<file path="src/rtl/uart_pkg.sv">
// uart_pkg: shared FSM state type and watchdog length helper for the UART transmit queue
package uart_pkg;
  typedef enum logic [1:0] {IDLE, ISSUE, WAIT} txq_state_e;
  function automatic int calc_timeout(input int clk_freq, input int baud_rate, input int to_bits);
    return to_bits * (clk_freq / baud_rate);
  endfunction
endpackage

</file>
<file path="src/rtl/uart_sync_fifo.sv">
// uart_sync_fifo: synchronous FIFO with registered full/empty/level; push while full and pop while empty are ignored
module uart_sync_fifo #(
  parameter int DEPTH = 16,
  parameter int WIDTH = 8
) (
  input  logic                     clk,
  input  logic                     rst,
  input  logic                     push,
  input  logic                     pop,
  input  logic [WIDTH-1:0]         wr_data,
  output logic [WIDTH-1:0]         rd_data,
  output logic                     full,
  output logic                     empty,
  output logic [$clog2(DEPTH):0]   level
);
  localparam int AW = $clog2(DEPTH);
  logic [WIDTH-1:0] mem [DEPTH];
  logic [AW-1:0] wr_ptr, rd_ptr;
  logic do_push, do_pop;
  logic [AW:0] level_nxt;
  assign do_push = push && !full;
  assign do_pop = pop && !empty;
  assign level_nxt = level + {{AW{1'b0}}, do_push} - {{AW{1'b0}}, do_pop};
  assign rd_data = mem[rd_ptr];
  always_ff @(posedge clk)
    if (do_push) mem[wr_ptr] <= wr_data;
  always_ff @(posedge clk) begin
    if (rst) begin
      wr_ptr <= '0;
      rd_ptr <= '0;
      level <= '0;
      full <= 1'b0;
      empty <= 1'b1;
    end else begin
      if (do_push) wr_ptr <= wr_ptr + 1'b1;
      if (do_pop) rd_ptr <= rd_ptr + 1'b1;
      level <= level_nxt;
      full <= level_nxt == (AW+1)'(DEPTH);
      empty <= level_nxt == '0;
    end
  end
endmodule

</file>
<file path="src/rtl/uart_tx_queue.sv">
// uart_tx_queue: FIFO-buffered byte feeder for a UART transmitter with per-frame watchdog
// Optional dropped-write counter port ovf_cnt enabled by UART_TXQ_OVF_CNT_EN.
module uart_tx_queue
  import uart_pkg::*;
#(
  parameter int clk_freq  = 1000000,
  parameter int baud_rate = 9600,
  parameter int DEPTH     = 16,
  parameter int TO_BITS   = 12
) (
  input  logic                   clk,
  input  logic                   rst,
  input  logic                   wr_en,
  input  logic [7:0]             wr_data,
  output logic                   full,
  output logic                   empty,
  output logic [$clog2(DEPTH):0] level,
  output logic [7:0]             din,
  output logic                   newd,
  input  logic                   donetx,
  output logic                   busy,
  output logic                   tx_timeout
`ifdef UART_TXQ_OVF_CNT_EN
  ,
  output logic [15:0]            ovf_cnt
`endif
);
  localparam int TIMEOUT_CYC = calc_timeout(clk_freq, baud_rate, TO_BITS);
  localparam int WD_W = $clog2(TIMEOUT_CYC + 1);
  txq_state_e state, state_nxt;
  logic [WD_W-1:0] wd;
  logic [7:0] head;
  logic pop, done, expire;
  uart_sync_fifo #(.DEPTH(DEPTH), .WIDTH(8)) u_fifo (
    .clk(clk),
    .rst(rst),
    .push(wr_en),
    .pop(pop),
    .wr_data(wr_data),
    .rd_data(head),
    .full(full),
    .empty(empty),
    .level(level)
  );
  assign pop = state == IDLE && !empty;
  assign done = state == WAIT && donetx;
  // acknowledge beats expiry when both land on the same cycle
  assign expire = state == WAIT && !donetx && wd == WD_W'(TIMEOUT_CYC - 1);
  always_comb begin
    state_nxt = state;
    if (pop) state_nxt = ISSUE;
    else if (state == ISSUE) state_nxt = WAIT;
    else if (done || expire) state_nxt = IDLE;
  end
  always_ff @(posedge clk) begin
    if (rst) begin
      state <= IDLE;
      din <= '0;
      newd <= 1'b0;
      busy <= 1'b0;
      tx_timeout <= 1'b0;
      wd <= '0;
    end else begin
      state <= state_nxt;
      newd <= state == ISSUE;
      busy <= state_nxt != IDLE;
      tx_timeout <= expire;
      if (pop) din <= head;
      wd <= state == ISSUE ? '0 : (state == WAIT && wd != '1) ? wd + 1'b1 : wd;
    end
  end
`ifdef UART_TXQ_OVF_CNT_EN
  always_ff @(posedge clk) begin
    if (rst) ovf_cnt <= '0;
    else if (wr_en && full && ovf_cnt != 16'hFFFF) ovf_cnt <= ovf_cnt + 1'b1;
  end
`endif
endmodule
</file>
<file path="config.mk">
export PLATFORM = sky130hd
export DESIGN_NAME = uart_tx_queue
export DESIGN_NICKNAME = d
export VERILOG_FILES = /design/src/rtl/uart_pkg.sv /design/src/rtl/uart_sync_fifo.sv /design/src/rtl/uart_tx_queue.sv
export SDC_FILE = /design/constraint.sdc
export NUM_CORES = 1
export LEC_CHECK = 0
export BUFFER_PORTS_ARGS = -buffer_cell sky130_fd_sc_hd__buf_2
export CAP_MARGIN = 20
export CORE_MARGIN = 2
export CORE_UTILIZATION = 35
export DETAILED_ROUTE_END_ITERATION = 8
export SLEW_MARGIN = 20
export SYNTH_ARGS = -nofsm -noshare
export SYNTH_HDL_FRONTEND = slang
export SYNTH_HIERARCHICAL = 1
export SYNTH_SLANG_ARGS = --single-unit
export TNS_END_PERCENT = 10
</file>
<file path="constraint.sdc">
create_clock -name clk -period 4.5 [get_ports clk]
set_input_delay 0.9 -clock clk [delete_from_list [all_inputs] [get_ports clk]]
set_output_delay 0.9 -clock clk [all_outputs]
set_load 0.05 [all_outputs]
</file>
==> summary.md, run 1 <==
| Metric | Value |
|---|---|
| Skew final | 20.05 ps |
| Hold_ws | 471.5 ps |
| DRT Wirelength | 13020 microns |
| H-tree lvl count | 4 |
| Initial antenna violation count | 0 |
| P&R area growth vs syn | 15.20% |
| Hold Crit Class | reg -> reg |
| CP startpoint | state[1]$_SDFF_PP0_ |
| All-Layer GR Usage | 0.1321 |
| Post-Syn Instances | 429 |
| Vias in the first global route | 3602 |
| Unrepaired setup endpoints after global routing | false |
| EDFF count, synth | 128 |
| Layout cell share with drive strength beyond 1 | 0.1912 |
| Root buf cell | clkbuf_16 |
| CP max stage cell | or3_2 |
| Row cnt | 51 |
| Mapped cell area | 0.006815 sq mm |
| Sequential fraction of the synthesis area | 0.6903 |
| Post-CTS Setup Repair Bufs | 0 |
| WS Path Type | reg -> reg |
| Max VDD drop | 0.0002930 V |
| CTS clk-pin slew, worst paths | 60 ps |
| Worst EP required | 4810 ps |
| Max Cap Violations | 0 |
| NumNets Final | 486 |
| Pleak | 0.002645 uW |
| Netlist cell types | 48 |
| Wire per inst | 17.57 microns |
| Final min period | 3319 ps |
| Async SR Flop Fraction | 0 |
| CORE AREA | 0.01927 sq mm |
| Worst skew pair latency | 430 ps |
| Bufs and invs on worst path | 2 |
| Syn avg cell area | 15.89 sq um |
| Die width | 143.5 microns |
| Max frequency | 301.3 MHz |
| Total power | 4417 uW |
| Vias | 3650 |
| Post-DP HPWL | 8482 microns |
| CTS Buf Count | 17 |
| Drt pass-1 iters | 4 |
| Worst slew pin tran | 947.1 ps |
| Yosys Warn Count | 6 |
| Setup TNS | 0 ps |
| Crit end category | flop |
| Hold_buf cts | 0 |
| Final worst-path cycle share | 0.7376 |
| Clock buffer depth | 2 |
| IO Port Bufs | 29 |
| Worst path cell trace | or3_2 -> clkinv_1 -> nor2b_1 -> xor2_1 -> ha_1 -> inv_1 -> fa_1 -> nand2b_1 -> a21oi_1 -> xnor2_1 -> a41o_1 |
| Mapped Nets | 452 |
| CTS tree | yes |
| Util after Layout | 0.4074 |
| Detailed-route vias per instance | 4.926 |
| Max-slew headroom | 0.3663 |
| Clock Sinks | 171 |
| Post-CTS sizing | 0 |
| Crit path arrival time | 3630 ps |
| R2r endpoint | u_fifo/empty$_SDFF_PP1_ |
| Final setup vio count | 0 |
| PD cells | 562.6 mW/mm^2 |
| Crit path capture | u_fifo/empty$_SDFF_PP1_ |
| Hold Vio Cnt, Final | 0 |
| Register bit total from synthesis | 171 |
| Crit Path Max Fanout | 10 |
| R2r setup slk | 1180 ps |
| N_diodes | 0 |
| Gpl congestion | 0.8075 |
| Residual DRC | 0 |
| Antenna Violating Nets Remaining | 0 |
| Reg2reg path depth | 11 |
| CP Depth | 11 |
| FILL cells | 1789 |
| Starting Density | 0.3537 |
| CP peak stage delay | 610 ps |
| Die H | 143.5 microns |
| Die Area | 0.02060 sq mm |
| Worst setup SP type | flop |
| Largest net degree at the start of global routing | 36 |
| Max Transition Viols Final | 0 |
| Status | finished, final reports clean |
| Commonest register cell after synthesis | edfxtp_1 |
| I/O Pins | 30 |
| Crit path max-delay family | simple AND/OR/NAND/NOR gates |
| Iteration-0 DRC Markers | 212 |
| Reg-to-Reg Start | state[1]$_SDFF_PP0_ |
| First-pass GRT wire length | 20010 microns |
| GR Overflow Total | 0 |
## cells in the final DEF (no fill, tap or decap), types with 4 or more instances in the layout
master       n
mux4_1      14
nand2_1     35
clkbuf_16   17
clkinv_4     4
nor3_1       7
buf_2       29
xor2_1       7
a22oi_1     16
nand4_1      4
nor2_1      39
a21oi_1     18
ha_1        10
xnor2_1      7
bufinv_16    4
o21ai_0      5
buf_4        5
nor2b_1      6
and3_1       4
or3_1        6
mux4_2      18
edfxtp_1   128
inv_1       10
dfxtp_1     41
nand2b_1     4
## where the power goes
group / internal, uW / leakage (uW) / total, uW / switching [uW]
clock network: 940 / 0.000303 / 1550 / 608
logic: 374 / 0.000835 / 926 / 552
registers: 1820 / 0.00151 / 1940 / 125
total: 3130 / 0.00265 / 4420 / 1290
## cell families (layout without fill, tap and decap cells)
family / Yosys count / count (layout) / share of synthesized area
xor gates and xnor gates: 14 / 14 / 0.01799
adders and majority gates: 11 / 11 / 0.02130
muxes: 33 / 33 / 0.1149
DFF: 171 / 171 / 0.6903
buffers and inverters: 30 / 77 / 0.02387
AOI/OAI and AO/OA: 49 / 49 / 0.04645
and+or+nand+nor: 121 / 121 / 0.08519
## sequential cells by signal, indices dropped and copies added (netlist names), named ones only
name,flops
u_fifo/mem,128
wd,11
din,8
u_fifo/level,5
u_fifo/rd_ptr,4
u_fifo/wr_ptr,4
state,2
busy,1
newd,1
tx_timeout,1
u_fifo/empty,1
u_fifo/full,1
## worst register-to-register path: stages (launching register included)
cell and delay (ps):
dfxtp_1 380, or3_2 610, clkinv_1 200, nor2b_1 480, xor2_1 210, ha_1 190, inv_1 50, fa_1 390
nand2b_1 160, a21oi_1 160, xnor2_1 120, a41o_1 250
## cells in the mapped netlist, types with 3 or more instances
master | count | share of area
clkdlybuf4s25_2 | 3 | 0.0044
nor3_1 | 7 | 0.0051
buf_6 | 3 | 0.0050
or3_1 | 6 | 0.0055
nand4_1 | 4 | 0.0037
xnor2_1 | 7 | 0.0090
nand3_1 | 3 | 0.0022
nor2_1 | 39 | 0.021
edfxtp_1 | 128 | 0.56
inv_1 | 10 | 0.0055
nor2b_1 | 6 | 0.0055
xor2_1 | 7 | 0.0090
clkbuf_1 | 7 | 0.0039
dfxtp_1 | 43 | 0.13
a22oi_1 | 16 | 0.018
buf_2 | 4 | 0.0029
nand2b_1 | 4 | 0.0037
mux4_2 | 18 | 0.059
o21ai_0 | 5 | 0.0037
ha_1 | 10 | 0.018
nand2_1 | 35 | 0.019
a21oi_1 | 18 | 0.013
and3_1 | 4 | 0.0037
mux4_1 | 14 | 0.054
## routing by layer
layer,vias to the layer above,global-route usage,share of wire
met5,-,0,0
met1,1861,0.1700,0.43
met3,10,0.03266,0.046
met4,0,0.03664,0.011
li1,1718,-,-
met2,61,0.2233,0.51
## through the flow
step,area (sq um),worst slack (ps),cells
2_1_floorplan,6815,1413,429
4_1_cts,7851,1161,741
5_1_grt,7851,911.4,741
6_report,7851,1181,741
3_5_place_dp,7211,1211,709
3_3_place_gp,7211,1322,709
## worst min-delay path by stage
| stage | start | endpoint | slack, ps | cells past startpoint |
|---|---|---|---|---|
| 2_1_floorplan | wd[10]$_SDFFE_PP0P_ | wd[10]$_SDFFE_PP0P_ | 470 | 1 |
| 3_3_place_gp | din[4]$_SDFFE_PP0P_ | din[4]$_SDFFE_PP0P_ | 460 | 2 |
| 3_5_place_dp | din[5]$_SDFFE_PP0P_ | din[5]$_SDFFE_PP0P_ | 470 | 2 |
| 4_1_cts | din[4]$_SDFFE_PP0P_ | din[4]$_SDFFE_PP0P_ | 480 | 2 |
| 5_1_grt | din[4]$_SDFFE_PP0P_ | din[4]$_SDFFE_PP0P_ | 490 | 2 |
| 6_report | din[4]$_SDFFE_PP0P_ | din[4]$_SDFFE_PP0P_ | 470 | 2 |
## final cells by class
cell class / count / area, sq um / area share
clock buffer: 17 / 425.4 / 0.05418
clock inverter: 15 / 215.2 / 0.02741
inverter: 11 / 41.29 / 0.005259
multi-input combinational: 228 / 1948 / 0.2481
sequential: 171 / 4707 / 0.5995
tap: 265 / 331.6 / 0.04223
timing repair buffer: 34 / 182.7 / 0.02327
No activity file was read; power rests on OpenSTA's default activity.
==> run 2: changes to the inputs <==
clock period = 3.26 ns   (was 4.5 ns; I/O delays follow)
==> run 2 against run 1 <==
Effect of this change: non-clock buffer count grew 15; via count is 2.0% higher; utilization is 0.53 points higher; worst setup slack lost 960 ps; first-iteration DRC count increased by 54%; routed wire length is 1.8% higher; register-to-register slack lost 960 ps; clock power grew 34%; fmax is 9.1% higher; sequential cell count unchanged; highest routed layer unchanged.
==> summary.md, run 2 (synthesis gave the netlist of run 1 again) <==
| Metric | Value |
|---|---|
| CTS tree | yes (unchanged) |
| Antenna Violating Nets Remaining | 0 (unchanged) |
| Clock Power Share | 0.341 (was 0.351) |
| Min-Delay Path Depth | 2 (unchanged) |
| First-pass GRT wire length | 20290 microns (was 20010 microns) |
| Layout cell share with drive strength beyond 1 | 0.2138 (was 0.1912) |
| P_sw | 1795 uW (was 1286 uW) |
| Skew final | 7.599 ps (was 20.05 ps) |
| Top Registers | u_fifo/mem (128), wd (11), din (8) (unchanged) |
| Root buf cell | clkbuf_16 (unchanged) |
| Pre-CTS setup slack | 203.0 ps (was 1211 ps) |
| Vias | 3723 (was 3650) |
| Crit Path Max Fanout | 10 (unchanged) |
| CTS Buf Count | 17 (unchanged) |
| Crit end category | flop (unchanged) |
| Vias in the first global route | 3679 (was 3602) |
| Util after Layout | 0.4127 (was 0.4074) |
| P&R area growth vs syn | 16.69% (was 15.20%) |
| Max-slew headroom | 0.4547 (was 0.3663) |
| Seq pwr share | 0.440 (about the same) |
| Initial antenna violation count | 0 (unchanged) |
| Max Cap Violations | 0 (unchanged) |
| Final setup vio count | 0 (unchanged) |
| Worst EP required | 3590 ps (was 4810 ps) |
| Post-DP HPWL | 8642 microns (was 8482 microns) |
| Die Area | 0.02060 sq mm (unchanged) |
| Switching portion of total power | 0.2957 (was 0.2911) |
| Reg-to-Reg Start | state[1]$_SDFF_PP0_ (unchanged) |
| Starting Density | 0.3537 (unchanged) |
| Drt pass-1 iters | 4 (unchanged) |
| IO Port Bufs | 29 (unchanged) |
| Hold Path Origin | donetx (was din[4]$_SDFFE_PP0P_) |
| Residual DRC | 0 (unchanged) |
| Max reg flops | 128 (unchanged) |
| Status | finished, final reports clean (unchanged) |
| Total power | 6069 uW (was 4417 uW) |
| Pleak | 0.002731 uW (was 0.002645 uW) |
| Setup ws final | 216.7 ps (was 1181 ps) |
| PD cells | 763.1 mW/mm^2 (was 562.6 mW/mm^2) |
| Max Transition Viols Final | 0 (unchanged) |
| Worst slew pin tran | 817.9 ps (was 947.1 ps) |
| Internal power | 4274 uW (was 3132 uW) |
| Clock Sinks | 171 (unchanged) |
| R2r endpoint | u_fifo/full$_SDFF_PP0_ (was u_fifo/empty$_SDFF_PP1_) |
| WS Path Type | reg -> reg (unchanged) |
| Top reg by flops | u_fifo/mem (unchanged) |
| Worst setup SP type | flop (unchanged) |
| DRT Wirelength | 13250 microns (was 13020 microns) |
| Crit path arrival time | 3380 ps (was 3630 ps) |
| Max VDD drop | 0.0002699 V (was 0.0002930 V) |
| Wire per inst | 17.53 microns (was 17.57 microns) |
| Final min period | 3043 ps (was 3319 ps) |
| NumNets Final | 501 (was 486) |
| Commonest non-fill, non-tap cell in the layout | edfxtp_1 (unchanged) |
| FILL cells | 1746 (was 1789) |
| Die H | 143.5 microns (unchanged) |
| Gpl congestion | 0.8140 (was 0.8075) |
| Worst path cell trace | or3_2 -> clkinv_1 -> nor2b_2 -> xor2_1 -> ha_1 -> inv_1 -> fa_1 -> nand2b_1 -> a21oi_1 -> xnor2_1 -> nor4bb_1 (was or3_2 -> clkinv_1 -> nor2b_1 -> xor2_1 -> ha_1 -> inv_1 -> fa_1 -> nand2b_1 -> a21oi_1 -> xnor2_1 -> a41o_1) |
| Reg2reg path depth | 11 (unchanged) |
| R2r setup slk | 220 ps (was 1180 ps) |
| GR Overflow Total | 0 (unchanged) |
| Row cnt | 51 (unchanged) |
| H-tree lvl count | 4 (unchanged) |
| Most frequent cells in the layout | 128 x edfxtp_1, 42 x dfxtp_1, 39 x nor2_1, 35 x nand2_1, 29 x buf_2 (was 128 x edfxtp_1, 41 x dfxtp_1, 39 x nor2_1, 35 x nand2_1, 29 x buf_2) |
| CORE AREA | 0.01927 sq mm (unchanged) |
| N_diodes | 0 (unchanged) |
| Combinational Power Share | 0.219 (was 0.210) |
| Die width | 143.5 microns (unchanged) |
| Largest net degree at the start of global routing | 36 (unchanged) |
| Max frequency | 328.6 MHz (was 301.3 MHz) |
| Iteration-0 DRC Markers | 327 (was 212) |
| Worst Hold End | tx_timeout$_SDFF_PP0_ (was din[4]$_SDFFE_PP0P_) |
| Hold Vio Cnt, Final | 0 (unchanged) |
| CTS clk-pin slew, worst paths | 70 ps (was 60 ps) |
| Final worst-path cycle share | 0.9335 (was 0.7376) |
| CP max stage cell | or3_2 (unchanged) |
| I/O Pins | 30 (unchanged) |
| All-Layer GR Usage | 0.1340 (was 0.1321) |
| CP peak stage delay | 610 ps (about the same) |
| Setup TNS | 0 ps (unchanged) |
| Post-CTS Setup Repair Bufs | 0 (unchanged) |
| Unrepaired setup endpoints after global routing | false (unchanged) |
| Clock buffer depth | 2 (unchanged) |
| Hold Crit Class | in -> reg (was reg -> reg) |
| Detailed-route vias per instance | 4.925 (was 4.926) |
| Worst skew pair latency | 420 ps (was 430 ps) |
==> run 2: changes by cell type in the layout (fill, tap and decap cells not counted), sizes merged <==
cell	delta
bufinv	-1
buf	+15
inv	+2
clkinvlp	-3
clkinv	+2
==> run 2: timing repair <==
item	4_1_cts	5_1_grt
gates resized for setup	0	1
hold buffers	0	0
setup endpoints to repair	0	2
==> run 2: routing by layer <==
| layer | up-vias | global-route usage | part of all wire |
|---|---|---|---|
| li1 | 1743 | - | - |
| met1 | 1909 | 0.1785 | 0.47 |
| met2 | 58 | 0.2175 | 0.49 |
| met3 | 13 | 0.02499 | 0.026 |
| met4 | 0 | 0.05418 | 0.017 |
| met5 | - | 0 | 0 |
==> run 2: area by class of cell <==
class / instances / area [sq um] / share of cell area
clock buffers: 17 / 425.4 / 0.05349
clock inverters: 15 / 190.2 / 0.02391
inverters: 11 / 41.29 / 0.005192
multi-input cells: 228 / 1951 / 0.2453
flip-flops and latches: 171 / 4706 / 0.5917
well taps: 265 / 331.6 / 0.04169
repair buffers: 49 / 307.8 / 0.03870
==> run 2: how the worst max path moves through the flow <==
stage                                        from                       to  slack, ps  cells past startpoint
after floorplan           u_fifo/empty$_SDFF_PP1_  u_fifo/empty$_SDFF_PP1_        170                     13
after global placement        state[1]$_SDFF_PP0_  u_fifo/empty$_SDFF_PP1_        330                     11
after detailed placement      state[1]$_SDFF_PP0_   u_fifo/full$_SDFF_PP0_        200                     11
after CTS                     state[1]$_SDFF_PP0_   u_fifo/full$_SDFF_PP0_        200                     11
after global routing          state[1]$_SDFF_PP0_   u_fifo/full$_SDFF_PP0_         10                     11
final                         state[1]$_SDFF_PP0_   u_fifo/full$_SDFF_PP0_        220                     11
==> run 2: worst max-delay path, delay by kind of cell, from the launching register on <==
family / cells / cell delay (ps)
compound gates: 1 / 160
xor+xnor: 2 / 310
fa+ha+maj: 2 / 600
buf+inv: 2 / 250
flops: 1 / 380
simple gates: 4 / 1240
==> run 2: stage by stage <==
step	hold slack, ps	instances	cell area (sq um)
after floorplan	467.0	429	6815
after global routing	409.4	756	7953
after detailed placement	464.9	724	7335
after CTS	400.4	756	7950
after global placement	465.0	724	7335
final	420.5	756	7953
==> run 2: power by group through the flow <==
| stage | registers (uW) | clock network, uW | logic, uW |
|---|---|---|---|
| 2_1_floorplan | 2880 | 0 | 832 |
| 3_3_place_gp | 2710 | 0 | 1310 |
| 3_5_place_dp | 2720 | 0 | 1350 |
| 4_1_cts | 2680 | 2120 | 1350 |
| 5_1_grt | 2700 | 2200 | 1450 |
| 6_report | 2670 | 2070 | 1330 |
==> run 3: changes to the inputs <==
RECOVER_POWER = 25   (was default)
==> run 3 against run 2 <==
Effect of this change: die area unchanged; sequential share of layout area increased by 0.056 points; routed wire length is essentially flat; fmax hardly changed; first-iteration DRC count unchanged; global-route usage is the same; sequential cell count stayed put; final cell count unchanged; via count grew 0.19%; critical path type unchanged; largest cell class unchanged; largest power group unchanged.
==> summary.md, run 3 (synthesis gave the netlist of run 1 again) <==
| Metric | Value |
|---|---|
| Status | finished, final reports clean (unchanged) |
| Vias | 3730 (was 3723) |
| Antenna Violating Nets Remaining | 0 (unchanged) |
| Top Registers | u_fifo/mem (128), wd (11), din (8) (unchanged) |
| Skew final | 7.688 ps (was 7.599 ps) |
| DRT Wirelength | 13240 microns (was 13250 microns) |
| Bufs and invs on worst path | 2 (unchanged) |
| CTS clk-pin slew, worst paths | 70 ps (about the same) |
| Wire per inst | 17.52 microns (was 17.53 microns) |
| Detailed-route vias per instance | 4.934 (was 4.925) |
| All-Layer GR Usage | 0.1340 (unchanged) |
| Row cnt | 51 (unchanged) |
| First-pass GRT wire length | 20290 microns (unchanged) |
| Drt pass-1 iters | 4 (unchanged) |
| Final setup vio count | 0 (unchanged) |
| Crit path arrival time | 3380 ps (about the same) |
| Post-CTS Setup Repair Bufs | 0 (unchanged) |
| CTS tree | yes (unchanged) |
| Initial antenna violation count | 0 (unchanged) |
| Clock buffer depth | 2 (unchanged) |
| Max-slew headroom | 0.4555 (was 0.4547) |
| P&R area growth vs syn | 16.58% (was 16.69%) |
| Die Area | 0.02060 sq mm (unchanged) |
| Worst setup SP type | flop (unchanged) |
| CP peak stage delay | 610 ps (about the same) |
| Met3 Track Usage GR | 0.02499 (unchanged) |
| Die H | 143.5 microns (unchanged) |
| Final min period | 3044 ps (was 3043 ps) |
| Crit end category | flop (unchanged) |
| Root buf cell | clkbuf_16 (unchanged) |
| Hold Vio Cnt, Final | 0 (unchanged) |
| Crit Path Max Fanout | 10 (unchanged) |
| FILL cells | 1750 (was 1746) |
| Post-DP Area | 0.007335 sq mm (unchanged) |
| Post-DP HPWL | 8642 microns (unchanged) |
| Min-Delay Path Depth | 2 (unchanged) |
| Total power | 6067 uW (was 6069 uW) |
| H-tree lvl count | 4 (unchanged) |
| Layout cell share with drive strength beyond 1 | 0.2016 (was 0.2138) |
| Top reg by flops | u_fifo/mem (unchanged) |
| Reg2reg path depth | 11 (unchanged) |
| Most frequent cells in the layout | 128 x edfxtp_1, 42 x dfxtp_1, 39 x nor2_1, 35 x nand2_1, 23 x buf_2 (was 128 x edfxtp_1, 42 x dfxtp_1, 39 x nor2_1, 35 x nand2_1, 29 x buf_2) |
| Hold Crit Class | in -> reg (unchanged) |
| Gpl congestion | 0.8140 (unchanged) |
| Starting Density | 0.3537 (unchanged) |
| WS Path Type | reg -> reg (unchanged) |
| Residual DRC | 0 (unchanged) |
| NumNets Final | 501 (unchanged) |
| CORE AREA | 0.01927 sq mm (unchanged) |
| CP Depth | 11 (unchanged) |
| Max Transition Viols Final | 0 (unchanged) |
| Finished Cell Area | 0.007945 sq mm (was 0.007953 sq mm) |
| Max Cap Violations | 0 (unchanged) |
| Worst EP required | 3590 ps (about the same) |
| Die width | 143.5 microns (unchanged) |
| Worst path cell trace | or3_2 -> clkinv_1 -> nor2b_2 -> xor2_1 -> ha_1 -> inv_1 -> fa_1 -> nand2b_1 -> a21oi_1 -> xnor2_1 -> nor4bb_1 (unchanged) |
| Setup TNS | 0 ps (unchanged) |
| IO Port Bufs | 29 (unchanged) |
| Worst skew pair latency | 420 ps (about the same) |
| Met1 Use GR | 0.1785 (unchanged) |
| I/O Pins | 30 (unchanged) |
| Hold_ws | 420.3 ps (was 420.5 ps) |
| N_diodes | 0 (unchanged) |
| Clock Sinks | 171 (unchanged) |
| GR Util met2 | 0.2175 (unchanged) |
| PD cells | 763.6 mW/mm^2 (was 763.1 mW/mm^2) |
| Crit path max-delay family | simple AND/OR/NAND/NOR gates (unchanged) |
| CTS Buf Count | 17 (unchanged) |
| Commonest non-fill, non-tap cell in the layout | edfxtp_1 (unchanged) |
| Max frequency | 328.5 MHz (was 328.6 MHz) |
| Final worst-path cycle share | 0.9337 (was 0.9335) |
| GR Overflow Total | 0 (unchanged) |
| Max VDD drop | 0.0002699 V (about the same) |
| Max reg flops | 128 (unchanged) |
| Worst slew pin tran | 816.8 ps (was 817.9 ps) |
| Hold_buf cts | 0 (unchanged) |
| Unrepaired setup endpoints after global routing | false (unchanged) |
| Gr busiest metal | met2 (unchanged) |
| Pleak | 0.002714 uW (was 0.002731 uW) |
| Vias in the first global route | 3679 (unchanged) |
| CP max stage cell | or3_2 (unchanged) |
| Iteration-0 DRC Markers | 327 (unchanged) |
| Largest net degree at the start of global routing | 36 (unchanged) |
run 3: area by class of cell:
cell class,count,area [sq um],area share
clock buffer,17,425.4,0.05354
timing repair buffer,49,300.3,0.03780
inverter,11,41.29,0.005197
clock inverter,15,190.2,0.02394
multi-input combinational,228,1951,0.2455
sequential,171,4706,0.5923
tap,265,331.6,0.04173
run 3: timing repair:
item	4_1_cts	5_1_grt
resized for setup	0	1
endpoints found under the hold margin	0	0
setup endpoints to repair	0	2
run 3: power breakdown:
part	leakage, uW	switching (uW)	internal, uW
clock network	0.000304	844	1220
registers	0.00151	162	2510
logic	0.000903	788	542
total	0.00271	1790	4270
run 3: worst paths after layout:
kind	start	endpoint	slack (ps)
max	state[1]$_SDFF_PP0_	u_fifo/full$_SDFF_PP0_	220
min	donetx	tx_timeout$_SDFF_PP0_	420
max reg2reg	state[1]$_SDFF_PP0_	u_fifo/full$_SDFF_PP0_	220
min reg2reg	din[5]$_SDFFE_PP0P_	din[5]$_SDFFE_PP0P_	470
run 3: per-stage QoR:
step	utilization	setup WS, ps	cells
after global placement	0.3806	326.1	724
after CTS	0.4125	197.8	756
after global routing	0.4123	11.18	756
after detailed placement	0.3806	203.0	724
final	0.4123	216.1	756
after floorplan	-	173.4	429
run 3: routing by layer:
layer  up-vias  wire length [microns]  share of wire
met2        60                   6515           0.49
met1      1914                   6154           0.46
met5         -                      0              0
met4         0                    223          0.017
li1       1743                      -              -
met3        13                    352          0.027
